### src/rtl/magic_cube_scan_ctrl.sv
// magic_cube_scan_ctrl: feeds classified sticker colours to the one-side block and assembles the 162-bit cube map.
// Define SCAN_TIMEOUT_EN to add the WAIT_DONE watchdog (TIMEOUT_CYCLES); otherwise error is tied low.
module magic_cube_scan_ctrl #(
  parameter int FACE_COUNT     = 6,
  parameter int TIMEOUT_CYCLES = 64
) (
  input  logic         clk,
  input  logic         rst,
  input  logic         start,
  input  logic         color_valid,
  input  logic [2:0]   color_in,
  output logic         color_ready,
  output logic         side_clear,
  output logic         side_enable,
  output logic [8:0]   side_position,
  output logic [2:0]   side_color,
  input  logic [26:0]  side_dout,
  input  logic         side_done,
  output logic [2:0]   face_idx,
  output logic [3:0]   sticker_idx,
  output logic         busy,
  output logic [161:0] cube_state,
  output logic         cube_done,
  output logic         color_err,
  output logic         error
);
  localparam logic [2:0] S_IDLE       = 3'd0;
  localparam logic [2:0] S_CLEAR      = 3'd1;
  localparam logic [2:0] S_WAIT_COLOR = 3'd2;
  localparam logic [2:0] S_ISSUE      = 3'd3;
  localparam logic [2:0] S_WAIT_DONE  = 3'd4;
  localparam logic [2:0] S_STORE      = 3'd5;
  localparam logic [2:0] S_FINISH     = 3'd6;
  localparam logic [2:0] LAST_FACE    = 3'(FACE_COUNT - 1);
  typedef logic [$clog2(TIMEOUT_CYCLES + 1)-1:0] cnt_t;
  logic [2:0]   r_state;
  logic [2:0]   w_next;
  logic         w_accept;
  logic         w_timeout;
  logic         r_color_ready;
  logic         r_side_clear;
  logic         r_side_enable;
  logic [8:0]   r_side_position;
  logic [2:0]   r_side_color;
  logic [2:0]   r_face;
  logic [3:0]   r_sticker;
  logic         r_busy;
  logic [161:0] r_cube;
  logic         r_cube_done;
  logic         r_color_err;
  assign color_ready   = r_color_ready;
  assign side_clear    = r_side_clear;
  assign side_enable   = r_side_enable;
  assign side_position = r_side_position;
  assign side_color    = r_side_color;
  assign face_idx      = r_face;
  assign sticker_idx   = r_sticker;
  assign busy          = r_busy;
  assign cube_state    = r_cube;
  assign cube_done     = r_cube_done;
  assign color_err     = r_color_err;
  always_comb begin
    w_accept = (r_state == S_WAIT_COLOR) && color_valid;
    w_next   = r_state;
    case (r_state)
      S_IDLE:       w_next = start ? S_CLEAR : S_IDLE;
      S_CLEAR:      w_next = S_WAIT_COLOR;
      S_WAIT_COLOR: w_next = color_valid ? S_ISSUE : S_WAIT_COLOR;
      S_ISSUE:      w_next = S_WAIT_DONE;
      S_WAIT_DONE:  w_next = side_done ? ((r_sticker == 4'd8) ? S_STORE : S_WAIT_COLOR)
                                       : (w_timeout ? S_IDLE : S_WAIT_DONE);
      S_STORE:      w_next = (r_face == LAST_FACE) ? S_FINISH : S_CLEAR;
      S_FINISH:     w_next = S_IDLE;
      default:      w_next = S_IDLE;
    endcase
  end
  // Outputs are registered from the next state so each pulse lines up with its state.
  always_ff @(posedge clk) begin
    if (rst) begin
      r_state         <= S_IDLE;
      r_color_ready   <= 1'b0;
      r_side_clear    <= 1'b0;
      r_side_enable   <= 1'b0;
      r_side_position <= '0;
      r_side_color    <= 3'b111;
      r_face          <= '0;
      r_sticker       <= '0;
      r_busy          <= 1'b0;
      r_cube          <= '0;
      r_cube_done     <= 1'b0;
      r_color_err     <= 1'b0;
    end else begin
      r_state       <= w_next;
      r_busy        <= w_next != S_IDLE;
      r_color_ready <= w_next == S_WAIT_COLOR;
      r_side_clear  <= (w_next == S_CLEAR) || w_timeout;
      r_side_enable <= w_next == S_ISSUE;
      r_cube_done   <= w_next == S_FINISH;
      if (r_state == S_IDLE && start) begin
        r_face      <= '0;
        r_sticker   <= '0;
        r_color_err <= 1'b0;
      end
      if (w_accept) begin
        r_side_color    <= color_in;
        r_side_position <= 9'd1 << r_sticker;
        if (color_in == 3'b111) r_color_err <= 1'b1;
      end
      if (r_state == S_WAIT_DONE && side_done && r_sticker != 4'd8) r_sticker <= r_sticker + 4'd1;
      if (r_state == S_STORE) begin
        r_cube[r_face*27 +: 27] <= side_dout;
        if (r_face != LAST_FACE) begin
          r_face    <= r_face + 3'd1;
          r_sticker <= '0;
        end
      end
    end
  end
`ifdef SCAN_TIMEOUT_EN
  cnt_t r_cnt;
  logic r_error;
  assign w_timeout = (r_state == S_WAIT_DONE) && !side_done && (r_cnt == cnt_t'(TIMEOUT_CYCLES - 1));
  assign error     = r_error;
  always_ff @(posedge clk) begin
    if (rst) begin
      r_cnt   <= '0;
      r_error <= 1'b0;
    end else begin
      r_cnt <= (r_state == S_WAIT_DONE) ? r_cnt + cnt_t'(1) : '0;
      if (r_state == S_IDLE && start) r_error <= 1'b0;
      else if (w_timeout) r_error <= 1'b1;
    end
  end
`else
  assign w_timeout = 1'b0;
  assign error     = 1'b0;
`endif
endmodule

### config.mk
export PLATFORM = sky130hd
export DESIGN_NAME = magic_cube_scan_ctrl
export DESIGN_NICKNAME = d
export VERILOG_FILES = /design/src/rtl/magic_cube_scan_ctrl.sv
export SDC_FILE = /design/constraint.sdc
export NUM_CORES = 1
export LEC_CHECK = 0
export ABC_AREA = 0
export ABC_CLOCK_PERIOD_IN_PS = 2400
export CAP_MARGIN = 30
export CORE_ASPECT_RATIO = 1.75
export CORE_MARGIN = 5
export CORE_UTILIZATION = 47
export DETAILED_ROUTE_END_ITERATION = 12
export PLACE_DENSITY = 0.8
export SYNTH_ARGS = -nofsm -noshare
export SYNTH_HDL_FRONTEND = slang
export SYNTH_SLANG_ARGS = --single-unit
### constraint.sdc
create_clock -name clk -period 2.4 [get_ports clk]
set_input_delay 0.72 -clock clk [delete_from_list [all_inputs] [get_ports clk]]
set_output_delay 0.72 -clock clk [all_outputs]
set_load 0.02 [all_outputs]
Word-level counts from Yosys, hierarchy flattened
Index checks and enable logic that the tools add are counted.
- shift-type cells: 3
- $mul: 1
- muxes and demuxes: 17
- add/sub/neg operators: 3
- equal/unequal tests: 14
- reduce and logical (&&, ||, !) cells: 6
- operator list (cell ; number):
    bitwise mux 162 bit ; 1
    variable shift 27 x 34 -> 162 bit, first input constant ; 1
    indexed part select 27 x 34 -> 162 bit ; 1
    negator 8 -> 34 bit ; 1
    2-to-1 mux 3 bit ; 6
    case mux 3 bit (6 select lines) ; 1
    2-to-1 mux 4 bit ; 4
    == test 3 bit, second input constant ; 5
    == test 3 x 2 -> 1 bit, second input constant ; 4
    << shifter 1 x 4 -> 9 bit, first input constant ; 1
    multiplier 3 x 5 -> 8 bit, second input constant ; 1
    == test 3 x 1 -> 1 bit, second input constant ; 2
    2-to-1 mux 1 bit ; 5
    adder 4 x 1 -> 4 bit, second input constant ; 1
    == test 4 bit, second input constant ; 1
    logical AND 1 bit ; 4
    inequality test 4 bit, second input constant ; 1
    adder 3 x 1 -> 3 bit, second input constant ; 1
    zero test 3 bit ; 1
    inequality test 3 bit, second input constant ; 1
    nonzero test 3 bit ; 1
- output and inout bits: 188
- input port bits: 35
- logic and storage cells: 56
- register bits: 190

Logic depth before layout (Yosys ltp)
- depth after elaboration: 6
- mapped depth: 8
- gate-level depth less buffers: 6

Least setup slack after synthesis
No wires, ideal clock.
- path kind: reg-to-reg
- start: register r_face[0], in the netlist face_idx[0]
- end: register r_cube[141], in the netlist cube_state[141]
- buffers on the path: 2
- arrival: 1.891 ns
- library setup time: 0.132 ns
- clock period less this slack: 2.023 ns
- setup slack: 0.377 ns
- stages on the path, launching flop included: 9
- data required time: 2.268 ns
- path through: dfxtp_1 -> inv_1 -> ha_1 -> xnor2_4 -> and3b_1 -> buf_6 -> buf_12 -> nand3_1 -> a21oi_1
- cells in the longest elaborated chain, start to end: 4
- elaborated cells on any way between the ends: 5
- classes of those cells: add/sub: 1; mul: 1; shift: 2; mux: 1
- ends and longest elaborated chain (what ; RTL line ; text):
    start, declared ; 45 ; logic [2:0] r_face;
    start signal, assigned ; 113 ; r_face <= r_face + 3'd1;
    multiplier 3 x 5 -> 8 bit * ; 111 ; r_cube[r_face*27 +: 27] <= side_dout;
    negator 8 -> 34 bit * ; 111 ;
    indexed part select 27 x 34 -> 162 bit / variable shift 27 x 34 -> 162 bit (equally long branches) ; 111 ;
    bitwise mux 162 bit * ; 111 ;
    end signal, assigned by index ; 111 ;
    end, declared ; 48 ; logic [161:0] r_cube;
Mark *: on every way between the ends. The rest lies on a longest branch, timed or not.
A chain may end at the register's enable or synchronous reset.

Worst setup path after layout
- start: register r_face[0], in the netlist face_idx[0]
- end: output port face_idx[0]
- RTL lines (what ; RTL line ; text):
    end, declared ; 19 ; output logic [2:0] face_idx,
No word-level cell between the ends.

==> results.json <==
{
  "status": "finished, final reports clean",
  "grt_max_degree": 92,
  "die_area_mm2": 0.0185,
  "critical_path.endpoint_type": "output port",
  "clockBufferDepth": 2,
  "tightest_slew_ns": 0.655,
  "grt_pass1_vias": 6418,
  "min_from": "cube_state[57]",
  "hold_path_depth": 2,
  "grt_setup_unrepaired": "no",
  "final_core_util": 0.658,
  "cp_slowest_cell": "clkdlybuf4s50_1",
  "syn_avg_cell_area_um2": 8.66,
  "syn_nets": 901,
  "clock_latency_ns": 0.43,
  "ir_drop_mv": 0.455,
  "yosys.area.top_type": "dfxtp_1",
  "slew_viol_final": 0,
  "muxShareOfSynthArea": 0.0409,
  "synthAdderAreaFrac": 0.0186,
  "detail-route-antenna-nets": 0,
  "rows": 60,
  "area_delta_synth_final_pct": 37.5,
  "syn-cell-area_mm2": 0.00740,
  "viasPerCell": 5.53,
  "wl_um": 23300,
  "met1Wirelength_um": 8530,
  "synth_compound_area_frac": 0.116,
  "ys_seq_area_frac": 0.514,
  "fillCellCount": 1249,
  "cts_tree": "yes",
  "worstPathArrival_ns": 1.62,
  "grt_pass1_wl_um": 35800,
  "cts_made_buffers": 17,
  "cts_setup_buffers": 0,
  "synth_area_leaders": "dfxtp_1 51%, a21oi_1 9.9%, nand2_1 9.4%",
  "synth_warnings": 0,
  "start_kind": "flop",
  "critPathMaxFanout": 6,
  "worstReg2RegEnd": "cube_state[24]",
  "min_path_type": "reg2reg",
  "r2r-start": "face_idx[1]",
  "hold_viol": 0,
  "setup_viol": 0,
  "cts-root-buf": "clkbuf_16",
  "cts.clk_slew.worst_paths_ns": 0.07,
  "setup-tns-final_ns": 0,
  "final_cell_mix": "220 x clkdlybuf4s50_1, 189 x dfxtp_1, 185 x nand2_1, 147 x a21oi_1, 115 x nand3_1",
  "fin_crit_ns": 2.34,
  "die_w_um": 105,
  "vias": 6887,
  "drt_iter0_drc": 327,
  "place_congestion": 0.821,
  "core_mm2": 0.0155,
  "cp_cell_sequence": "buf_4 > clkdlybuf4s50_1",
  "synth-xor-area-share": 0.00490,
  "maxCapViolCount": 0,
  "synthSimpleGateAreaFrac": 0.237,
  "power_leakage_nw": 3.71,
  "cts.sinks": 190,
  "syn_inst": 855,
  "dr_wl_met2_um": 12500,
  "synthFlopType": "dfxtp_1",
  "async_flop_share": 0,
  "ff2ff_setup_slack_ns": 0.25,
  "powerDensity_mw_per_mm2": 624,
  "yosysUniqueCellTypes": 49,
  "grt-ovfl-total": 0,
  "reg2reg_depth": 7,
  "hold_path_end": "cube_state[57]",
  "wl_per_cell_um": 18.7,
  "hpwl_um": 16200,
  "regArea_mm2": 0.00380,
  "boundaryPins": 223,
  "h-tree-depth": 4,
  "slew-limit-headroom": 0.563,
  "route.detailed.drc": 0,
  "fin_crit_sh": 0.974,
  "wl_met3_um": 1470,
  "critPathRequiredTime_ns": 1.68,
  "slowest_delay_ns": 0.63,
  "multi_input_area_mm2": 0.00312,
  "die_h_um": 176,
  "first_pass_iters": 5,
  "top_layer_used": "met4",
  "ys_ff_latch": 190,
  "n_antenna_cell": 0,
  "hold_buffers": 0,
  "max_freq_ghz": 0.428,
  "antenna_found_initial": 0,
  "synth_top_family_by_area": "simple AND/OR/NAND/NOR gates",
  "drive_above_1_share": 0.0651,
  "io_buffers": 221,
  "finClkSkew_ns": 0.00975,
  "fin_nets": 1093,
  "crit_type": "reg2out",
  "grt_use_total": 0.243,
  "final_common_cell": "clkdlybuf4s50_1",
  "synth.top_cell.area_share": 0.514,
  "synth_edf_count": 0,
  "start_util": 0.479
}
==> metal layers <==
metal	vias to the layer above	track usage
met5	-	0
met4	0	0.116
met3	45	0.0607
met2	292	0.438
met1	3273	0.264
li1	3277	-
==> critical path: cells and delay by family (launching register included) <==
kind / cells / cell delay (ns)
buffers and inverters: 2 / 0.79
DFF: 1 / 0.41
==> kinds of logic after synthesis <==
family,Yosys count
buffers and inverters,74
and+or+nand+nor,383
DFF,190
adders and majority gates,11
AOI/OAI and AO/OA,164
muxes,30
xor gates and xnor gates,2
other,1
==> area by class of cell <==
cell class,instances,share of cell area
Multi-Input combinational cell,591,0.306
Sequential cell,190,0.374
Tap cell,186,0.0229
Timing Repair Buffer,242,0.237
Clock buffer,17,0.0418
Clock inverter,15,0.0172
Inverter,5,0.00184
==> per-stage QoR <==
| step | total power, mW | cells | area (um^2) | worst slack [ns] | hold WS [ns] |
|---|---|---|---|---|---|
| after floorplan | 3.40 | 855 | 7400 | 0.377 | 0.529 |
| after global placement | 3.58 | 1214 | 9570 | 0.193 | 0.437 |
| after detailed placement | 3.58 | 1214 | 9570 | 0.183 | 0.442 |
| after CTS | 6.41 | 1246 | 10200 | 0.0422 | 0.452 |
| after global routing | 6.58 | 1246 | 10200 | 0.00961 | 0.465 |
| final | 6.35 | 1246 | 10200 | 0.0618 | 0.451 |
==> worst max path at each step <==
stage	from	endpoint	cells after the start
final	face_idx[0]	face_idx[0]	2
after global routing	face_idx[0]	face_idx[0]	2
after CTS	face_idx[0]	face_idx[0]	2
after detailed placement	start	sticker_idx[1]	5
after global placement	start	sticker_idx[1]	5
after floorplan	face_idx[0]	cube_state[141]	8
==> timing repair <==
item	in CTS	in global routing
cloned	0	0
endpoints found under the setup margin	1	5
gates resized for setup	1	1
==> power by group <==
group	switching (mW)	internal, mW
registers	0.00921	3.17
logic	0.203	0.126
clock network	1.35	1.49
total	1.56	4.79
==> flip-flops by register name (all words and copies together), names as in the netlist, 3 cells and up <==
signal         flops
r_state            3
face_idx           3
sticker_idx        4
side_position      9
side_color         3
cube_state       162
==> cells in the mapped netlist (2+ instances only) <==
master,n
nor3_1,2
nand4_1,3
a211oi_1,2
o21a_1,2
and3_1,7
inv_1,5
nand3_2,3
mux2_2,2
nand3b_1,5
buf_6,13
nand2_1,185
nand3_1,115
and3b_1,3
ha_1,11
dfxtp_1,190
a22oi_1,2
nor2_1,44
buf_2,16
a31oi_1,2
buf_4,8
a21boi_0,2
and2_1,4
buf_12,2
clkbuf_1,26
buf_8,4
a21oi_1,147
mux2i_1,28
Note: power is estimated with default switching activity, not from simulation.
